### config.mk
export PLATFORM = sky130hd
export DESIGN_NAME = rr_priority_encoder
export DESIGN_NICKNAME = d
export VERILOG_FILES = /design/src/rtl/rr_priority_encoder_pkg.sv /design/src/rtl/rr_priority_encoder_fixed_core.sv /design/src/rtl/rr_priority_encoder.sv
export SDC_FILE = /design/constraint.sdc
export NUM_CORES = 1
export LEC_CHECK = 0
export CORE_MARGIN = 2
export CORE_UTILIZATION = 40
export CTS_BUF_LIST = sky130_fd_sc_hd__clkbuf_4 sky130_fd_sc_hd__clkbuf_8 sky130_fd_sc_hd__clkbuf_16
export DETAILED_ROUTE_END_ITERATION = 7
export MAX_ROUTING_LAYER = met4
export PLACE_DENSITY = 0.74
export SYNTH_ARGS = -nofsm -noshare
export SYNTH_HDL_FRONTEND = slang
export SYNTH_SLANG_ARGS = --single-unit
### constraint.sdc
create_clock -name clk -period 4.2 [get_ports clk]
set_input_delay 0.63 -clock clk [delete_from_list [all_inputs] [get_ports clk]]
set_output_delay 0.63 -clock clk [all_outputs]
set_load 0.01 [all_outputs]
### src/rtl/rr_priority_encoder_pkg.sv
`default_nettype none
// ============================================================================
//  Package     : penc_pkg
//  Description : Shared definitions for the rr_priority_encoder block:
//                mode encodings and the index-width helper function.
//  Revision    : 1.0  initial release
// ============================================================================
package penc_pkg;

    // Priority mode as carried on the 'mode' input.
    typedef enum logic {
        PENC_MODE_FIXED = 1'b0,
        PENC_MODE_RR    = 1'b1
    } penc_mode_e;

    // Ceiling log2, used to size the winning-index port. Callers guarantee
    // value >= 2, so the result is always at least 1.
    function automatic int penc_clog2(input int value);
        int result;
        int span;
        result = 0;
        span   = 1;
        while (span < value) begin
            span   = span * 2;
            result = result + 1;
        end
        return result;
    endfunction

endpackage : penc_pkg
`default_nettype wire

### src/rtl/rr_priority_encoder_fixed_core.sv
`default_nettype none
// ============================================================================
//  Module      : penc_fixed_core
//  Description : Combinational highest-set-bit finder. Reports the index of
//                the most significant asserted request and whether any
//                request is asserted at all.
//  Revision    : 1.0  initial release
// ============================================================================
module penc_fixed_core
    import penc_pkg::*;
#(
    parameter  int N = 8,
    localparam int W = penc_clog2(N)
) (
    input  logic [N-1:0] i_req,
    output logic [W-1:0] o_idx,
    output logic         o_any
);

    // Ascending scan: the last set bit seen is the highest one.
    always_comb begin
        o_idx = '0;
        o_any = 1'b0;
        for (int i = 0; i < N; i++) begin
            if (i_req[i]) begin
                o_idx = W'(i);
                o_any = 1'b1;
            end
        end
    end

endmodule : penc_fixed_core
`default_nettype wire

### src/rtl/rr_priority_encoder.sv
`default_nettype none
// ============================================================================
//  Module      : rr_priority_encoder
//  Description : Registered N-to-log2(N) priority encoder with fixed
//                (highest index wins) or round-robin priority. Requests enter
//                through a valid/ready handshake; the winning index leaves
//                through a one-entry output register with its own handshake.
//  Options     : PENC_ONEHOT_EN - adds the registered out_onehot grant port.
//  Revision    : 1.0  initial release
// ============================================================================
module rr_priority_encoder
    import penc_pkg::*;
#(
    parameter  int N = 8,
    localparam int W = penc_clog2(N)
) (
    input  logic         clk,
    input  logic         reset_n,
    input  logic         mode,
    input  logic [N-1:0] req,
    input  logic         req_valid,
    output logic         req_ready,
    output logic [W-1:0] out_idx,
    output logic         out_zero,
    output logic         out_valid,
    input  logic         out_ready
`ifdef PENC_ONEHOT_EN
    ,
    output logic [N-1:0] out_onehot
`endif
);

    // ------------------------------------------------------------------
    // State
    // ------------------------------------------------------------------
    logic [W-1:0] r_ptr;        // index of the previous winner
    logic         r_out_valid;
    logic [W-1:0] r_out_idx;
    logic         r_out_zero;

    // ------------------------------------------------------------------
    // Combinational datapath
    // ------------------------------------------------------------------
    logic [N-1:0] w_mask_below;
    logic [N-1:0] w_req_masked;
    logic [W-1:0] w_masked_idx;
    logic         w_masked_any;
    logic [W-1:0] w_full_idx;
    logic         w_full_any;
    logic [W-1:0] w_win_idx;
    logic         w_win_any;
    logic         w_rr_mode;
    logic         w_accept;

    // Lines strictly below the pointer. Searching these first and falling
    // back to the whole vector gives the ptr-1 .. 0, N-1 .. ptr order, and
    // the wrap is modulo N for any N since only real request lines exist.
    always_comb begin
        w_mask_below = '0;
        for (int i = 0; i < N; i++) begin
            if (i < int'(r_ptr)) begin
                w_mask_below[i] = 1'b1;
            end
        end
    end

    assign w_req_masked = req & w_mask_below;

    penc_fixed_core #(
        .N      (N)
    ) u_core_masked (
        .i_req  (w_req_masked),
        .o_idx  (w_masked_idx),
        .o_any  (w_masked_any)
    );

    penc_fixed_core #(
        .N      (N)
    ) u_core_full (
        .i_req  (req),
        .o_idx  (w_full_idx),
        .o_any  (w_full_any)
    );

    assign w_rr_mode = (penc_mode_e'(mode) == PENC_MODE_RR);

    // Pick the round-robin candidate when one exists below the pointer,
    // otherwise the plain highest-set-bit result.
    always_comb begin
        w_win_idx = w_full_idx;
        w_win_any = w_full_any;
        if (w_rr_mode && w_masked_any) begin
            w_win_idx = w_masked_idx;
        end
    end

    // Output slot is free when empty or being drained this cycle.
    assign req_ready = !r_out_valid || out_ready;
    assign w_accept  = req_valid && req_ready;

    // ------------------------------------------------------------------
    // Registers
    // ------------------------------------------------------------------

    // Result register: load on accept, empty on drain without accept,
    // otherwise hold.
    always_ff @(posedge clk or negedge reset_n) begin
        if (!reset_n) begin
            r_out_valid <= 1'b0;
            r_out_idx   <= '0;
            r_out_zero  <= 1'b0;
        end else if (w_accept) begin
            r_out_valid <= 1'b1;
            r_out_idx   <= w_win_any ? w_win_idx : '0;
            r_out_zero  <= !w_win_any;
        end else if (out_ready) begin
            r_out_valid <= 1'b0;
        end
    end

    // Pointer follows the last real winner in either mode, so switching
    // modes keeps the round-robin position; all-zero accepts leave it alone.
    always_ff @(posedge clk or negedge reset_n) begin
        if (!reset_n) begin
            r_ptr <= '0;
        end else if (w_accept && w_win_any) begin
            r_ptr <= w_win_idx;
        end
    end

`ifdef PENC_ONEHOT_EN
    logic [N-1:0] r_out_onehot;

    // One-hot grant loaded alongside the index; zero for an empty vector.
    always_ff @(posedge clk or negedge reset_n) begin
        if (!reset_n) begin
            r_out_onehot <= '0;
        end else if (w_accept) begin
            r_out_onehot <= w_win_any ? (N'(1) << w_win_idx) : '0;
        end
    end

    assign out_onehot = r_out_onehot;
`endif

    assign out_valid = r_out_valid;
    assign out_idx   = r_out_idx;
    assign out_zero  = r_out_zero;

endmodule : rr_priority_encoder
`default_nettype wire

## Word level (Yosys, flattened, before mapping)

Index checks and enable logic that the tools add are counted.

- Flip-flop bits (word level): 8
- Bits of input ports: 13
- Output and inout bits: 6
- Word-level logic and storage cells: 60

- $lt $le $gt $ge: 7
- Mux-type cells: 41
- Bitwise gates (word level): 1
- Reduce and logical (&&, ||, !) cells: 7

Operators by type and width:

| operator | number |
|---|---|
| $mux W3 | 10 |
| $mux W1 | 27 |
| $lt A3 B3 Y1 const A | 3 |
| $and A8 B7 Y8 | 1 |
| $mux W2 | 4 |
| $lt A1 B3 Y1 const A | 2 |
| $lt A2 B3 Y1 const A | 2 |
| $logic_and A1 B1 Y1 | 3 |
| $logic_not A1 Y1 | 2 |
| $reduce_bool A2 Y1 | 1 |
| $logic_or A1 B1 Y1 | 1 |

## Longest topological paths before layout

- Depth in word-level cells: 14
- Gate-level depth with buffers: 6
- Depth with buffers taken out: 5

## Modules after synthesis

A second synthesis with hierarchy kept.

- Cells, all modules: 62
- Area, all modules: 531.8 um2

By module, submodules not included:

| module | times used | cells each | area each (um2) | seq. area each (um2) |
|---|---|---|---|---|
| rr_priority_encoder | 1 | 38 | 416.6 | 200.2 |
| penc_fixed_core | 2 | 12 | 57.6 | 0.0 |

## Least setup slack after synthesis

Ideal clock, no wire load.

- Kind: input-to-reg
- From: input port req[3]
- To: register r_out_idx[1], in the netlist out_idx[1]
- Setup time: 0.124 ns
- Data arrival time: 1.369 ns
- Data required time: 4.076 ns
- Path slack: 2.707 ns
- Stages on the path: 5
- Path buffers: 0
- Cells stage by stage: nor2_1 > nor2_1 > o32ai_1 > a32o_2 > o21ai_1

- Word-level cells in the longest chain between the ends: 9
- Elaborated cells between the ends (all ways): 24
- Classes of those cells: mux: 22; bitwise: 1; reduce/logical: 1

Ends and longest elaborated chain:

| item | line | source |
|---|---|---|
| from (decl) | rr_priority_encoder.sv:20 | `input logic [N-1:0] req,` |
| $and A8 B7 Y8 | rr_priority_encoder.sv:67 | `assign w_req_masked = req & w_mask_below;` |
| $mux W1 (5 in a row) | rr_priority_encoder_fixed_core.sv:25 | `if (i_req[i]) begin` |
| $logic_and A1 B1 Y1 | rr_priority_encoder.sv:92 | `if (w_rr_mode && w_masked_any) begin` |
| $mux W3 | rr_priority_encoder.sv:92 |  |
| $mux W3 (*) | rr_priority_encoder.sv:114 | `r_out_idx <= w_win_any ? w_win_idx : '0;` |
| to (signal assigned) | rr_priority_encoder.sv:114 |  |
| to (decl) | rr_priority_encoder.sv:38 | `logic [W-1:0] r_out_idx;` |

Every way passes the cells marked *; elsewhere a longest branch is shown, timed or not.
A chain may end at the register's enable or synchronous reset.

## Worst setup path after layout

- From: input port out_ready
- To: output port req_ready

- Word-level cells in the longest chain between the ends: 1

Ends and longest elaborated chain:

| item | line | source |
|---|---|---|
| from (decl) | rr_priority_encoder.sv:26 | `input logic out_ready` |
| $logic_or A1 B1 Y1 | rr_priority_encoder.sv:98 | `assign req_ready = !r_out_valid \|\| out_ready;` |
| to (decl) | rr_priority_encoder.sv:22 | `output logic req_ready,` |

No other way between the ends.

==> flow_metrics.env <==
export IMPL_status="finished clean"
export IMPL_setup_violations=0
export IMPL_num_vias=530
export IMPL_max_freq_mhz=417.2
export IMPL_cp_max_fo=3
export IMPL_core_region_area_um2=1301
export IMPL_worst_slew_pin_transition_ns=0.3476
export IMPL_stdcell_count=98
export IMPL_syn_to_final_growth_pct=34.77
export IMPL_antennaDiodeCount=0
export IMPL_required_ns=3.57
export IMPL_tritoncts="done"
export IMPL_rsz0062_at_grt="false"
export IMPL_antenna_found_initial=0
export IMPL_die_x_um=41.10
export IMPL_cp_start_kind="primary input"
export IMPL_dp_cells=95
export IMPL_cts_root_buf="clkbuf_4"
export IMPL_drv_cap=0
export IMPL_slew_violations=0
export IMPL_grt_ovfl_total=0
export IMPL_rr_startpoint="r_ptr[1]"
export IMPL_drtIter0Drc=11
export IMPL_antenna_left=0
export IMPL_crit_type="in2out"
export IMPL_fin_skew_ns=0.003412
export IMPL_synth_area_um2=550.5
export IMPL_cts_buffer_depth=2
export IMPL_p_per_area_nw_per_um2=356.8
export IMPL_fillers=129
export IMPL_cts_htree_levels=1
export IMPL_period_needed_ns=2.397
export IMPL_cts_setup_buffers=0
export IMPL_numPortBuffers=18
export IMPL_cts_buffers_inserted=3
export IMPL_first_global_vias=457
export IMPL_grt_max_degree=10
export IMPL_path_clk_slew_ns=0.05
export IMPL_finalInstanceArea_um2=742.0
export IMPL_drcViolationCount=0
export IMPL_clkLatencyLatePin_ns=0.25
export IMPL_power_mw=0.2647
export IMPL_synth_top_area_share_pct=36.36
export IMPL_hp_start="out_idx[0]"
export IMPL_drt_wl_total_um=1225
export IMPL_synthCells=65
export IMPL_cp_arrival_ns=1.77
export IMPL_start_util_pct=42.31
export IMPL_fp_dieH_um=41.10
export IMPL_yosysWarnings=0
export IMPL_peakVddDrop_mv=0.2144
export IMPL_synth_area_leader_cell="dfrtp_1"
export IMPL_cts_hold_buf=0
export IMPL_avgSynthCellArea_um2=8.470
export IMPL_place_congestion=0.8181
export IMPL_multi_input_area_um2=309.0
export IMPL_ys_seq_elements=8
export IMPL_synth_edf_count=0
export IMPL_nets=98
export IMPL_routed_via_density=5.408
export IMPL_grt_pass1_wl_um=1904
export IMPL_ys_seq_area_share_pct=36.36
export IMPL_slew_headroom_pct=76.75
export IMPL_track_usage_pct=18.61
export IMPL_ys_flop_type="dfrtp_1"
export IMPL_drt_pass1_iter_count=4
export IMPL_placementRows=13
export IMPL_cts_sinks=8
export IMPL_min_period_over_period_pct=57.07
export IMPL_dieArea_um2=1689
export IMPL_ios=19
export IMPL_leakagePower_nw=0.3064
export IMPL_crit_path_end_kind="primary output"
export IMPL_dpl_instance_area_um2=719.4
export IMPL_drive_above_1_share_pct=13.25
export IMPL_ys_top_cells_by_area="dfrtp_1, nand2_1, a211oi_2"
export IMPL_ys_types=28
export IMPL_syn_num_nets=78
export IMPL_startpoint="out_ready"
export IMPL_route_detailed_wl_per_inst_um=12.50
export IMPL_post_cts_resized=0
export IMPL_hold_viol_final=0
export IMPL_synth_async_sr_flop_share_pct=100.0
export IMPL_worstHoldPathType="reg2reg"
export IMPL_final_util_pct=57.02
export IMPL_setup_tns_ns=0
export IMPL_regArea_um2=200.2
[final cells by class]
| class | instances | share of cell area, % |
|---|---|---|
| multi-input combinational | 51 | 41.65 |
| sequential | 8 | 26.98 |
| timing repair buffer | 18 | 24.28 |
| clock buffer | 3 | 3.035 |
| tap | 15 | 2.530 |
| inverter | 3 | 1.518 |
[cell families after synthesis]
kind of cell           after synthesis  share of synthesized area (%)
flip-flops                           8                          36.36
buffers and inverters                6                          7.500
AO/OA/AOI/OAI                       24                          32.27
AND/OR/NAND/NOR                     27                          23.86
[synthesized netlist by cell type (2+ instances only)]
cell type   n
nor3_1      2
nor2_1      5
a211oi_2    2
nand2b_1    2
dfrtp_1     8
a21o_1      2
nand3_1     2
buf_6       2
inv_1       3
o21ai_1     5
o21ai_0     3
nand2_1    12
a21oi_1     2
[state kept, by name, summed over array words and instances, names as in the netlist]
register / cells
r_ptr: 3
out_zero: 1
out_idx: 3
out_valid: 1
[through the flow]
step	worst slack (ns)	hold WS, ns
3_3_place_gp	1.825	0.4652
3_5_place_dp	1.795	0.4784
2_1_floorplan	2.707	0.3344
6_report	1.803	0.4847
5_1_grt	1.760	0.5110
4_1_cts	1.797	0.4901
[critical path: stages]
cell	delay [ns]
clkdlybuf4s50_1	0.44
nand2b_1	0.14
clkdlybuf4s50_1	0.55
[per-layer routing]
layer  up-vias  track usage, %  part of all wire (%)
met3         4           6.522                   3.3
met4         0           9.677                   1.9
met2        12           28.52                    48
met5         -               -                     0
li1        271               -                     -
met1       243           21.26                    47
[worst paths after layout]
path	end	slack, ns	cells after the start
min reg2reg	out_idx[0]	0.48	2
min	out_idx[0]	0.48	2
max	req_ready	1.80	3
max reg2reg	out_idx[1]	2.67	5
max in group asynchronous	out_idx[2]	3.30	1
min in group asynchronous	out_zero	0.65	1
[report_power, final]
group / switching (mW) / total [mW] / internal, mW
registers: 0.0206 / 0.112 / 0.0913
logic: 0.0437 / 0.0951 / 0.0515
clock network: 0.0250 / 0.0576 / 0.0326
total: 0.0893 / 0.265 / 0.175
[placed cells by master, fill, tap and decap left out, drive strengths merged]
cell and n:
a21oi 3, o32ai 1, clkbuf 3, nand2 12, a21boi 1, clkdlybuf4s50 18, inv 3, a211oi 3
nand4 1, nand2b 2, nor3 3, nor2 5, o21a 1, nor4 1, o21ai 8, dfrtp 8
nand3 2, a32o 1, a21o 2, o22ai 1, nor2b 1, a221oi 1, a31oi 1, a31o 1
Power figures use the tool's default switching activity.
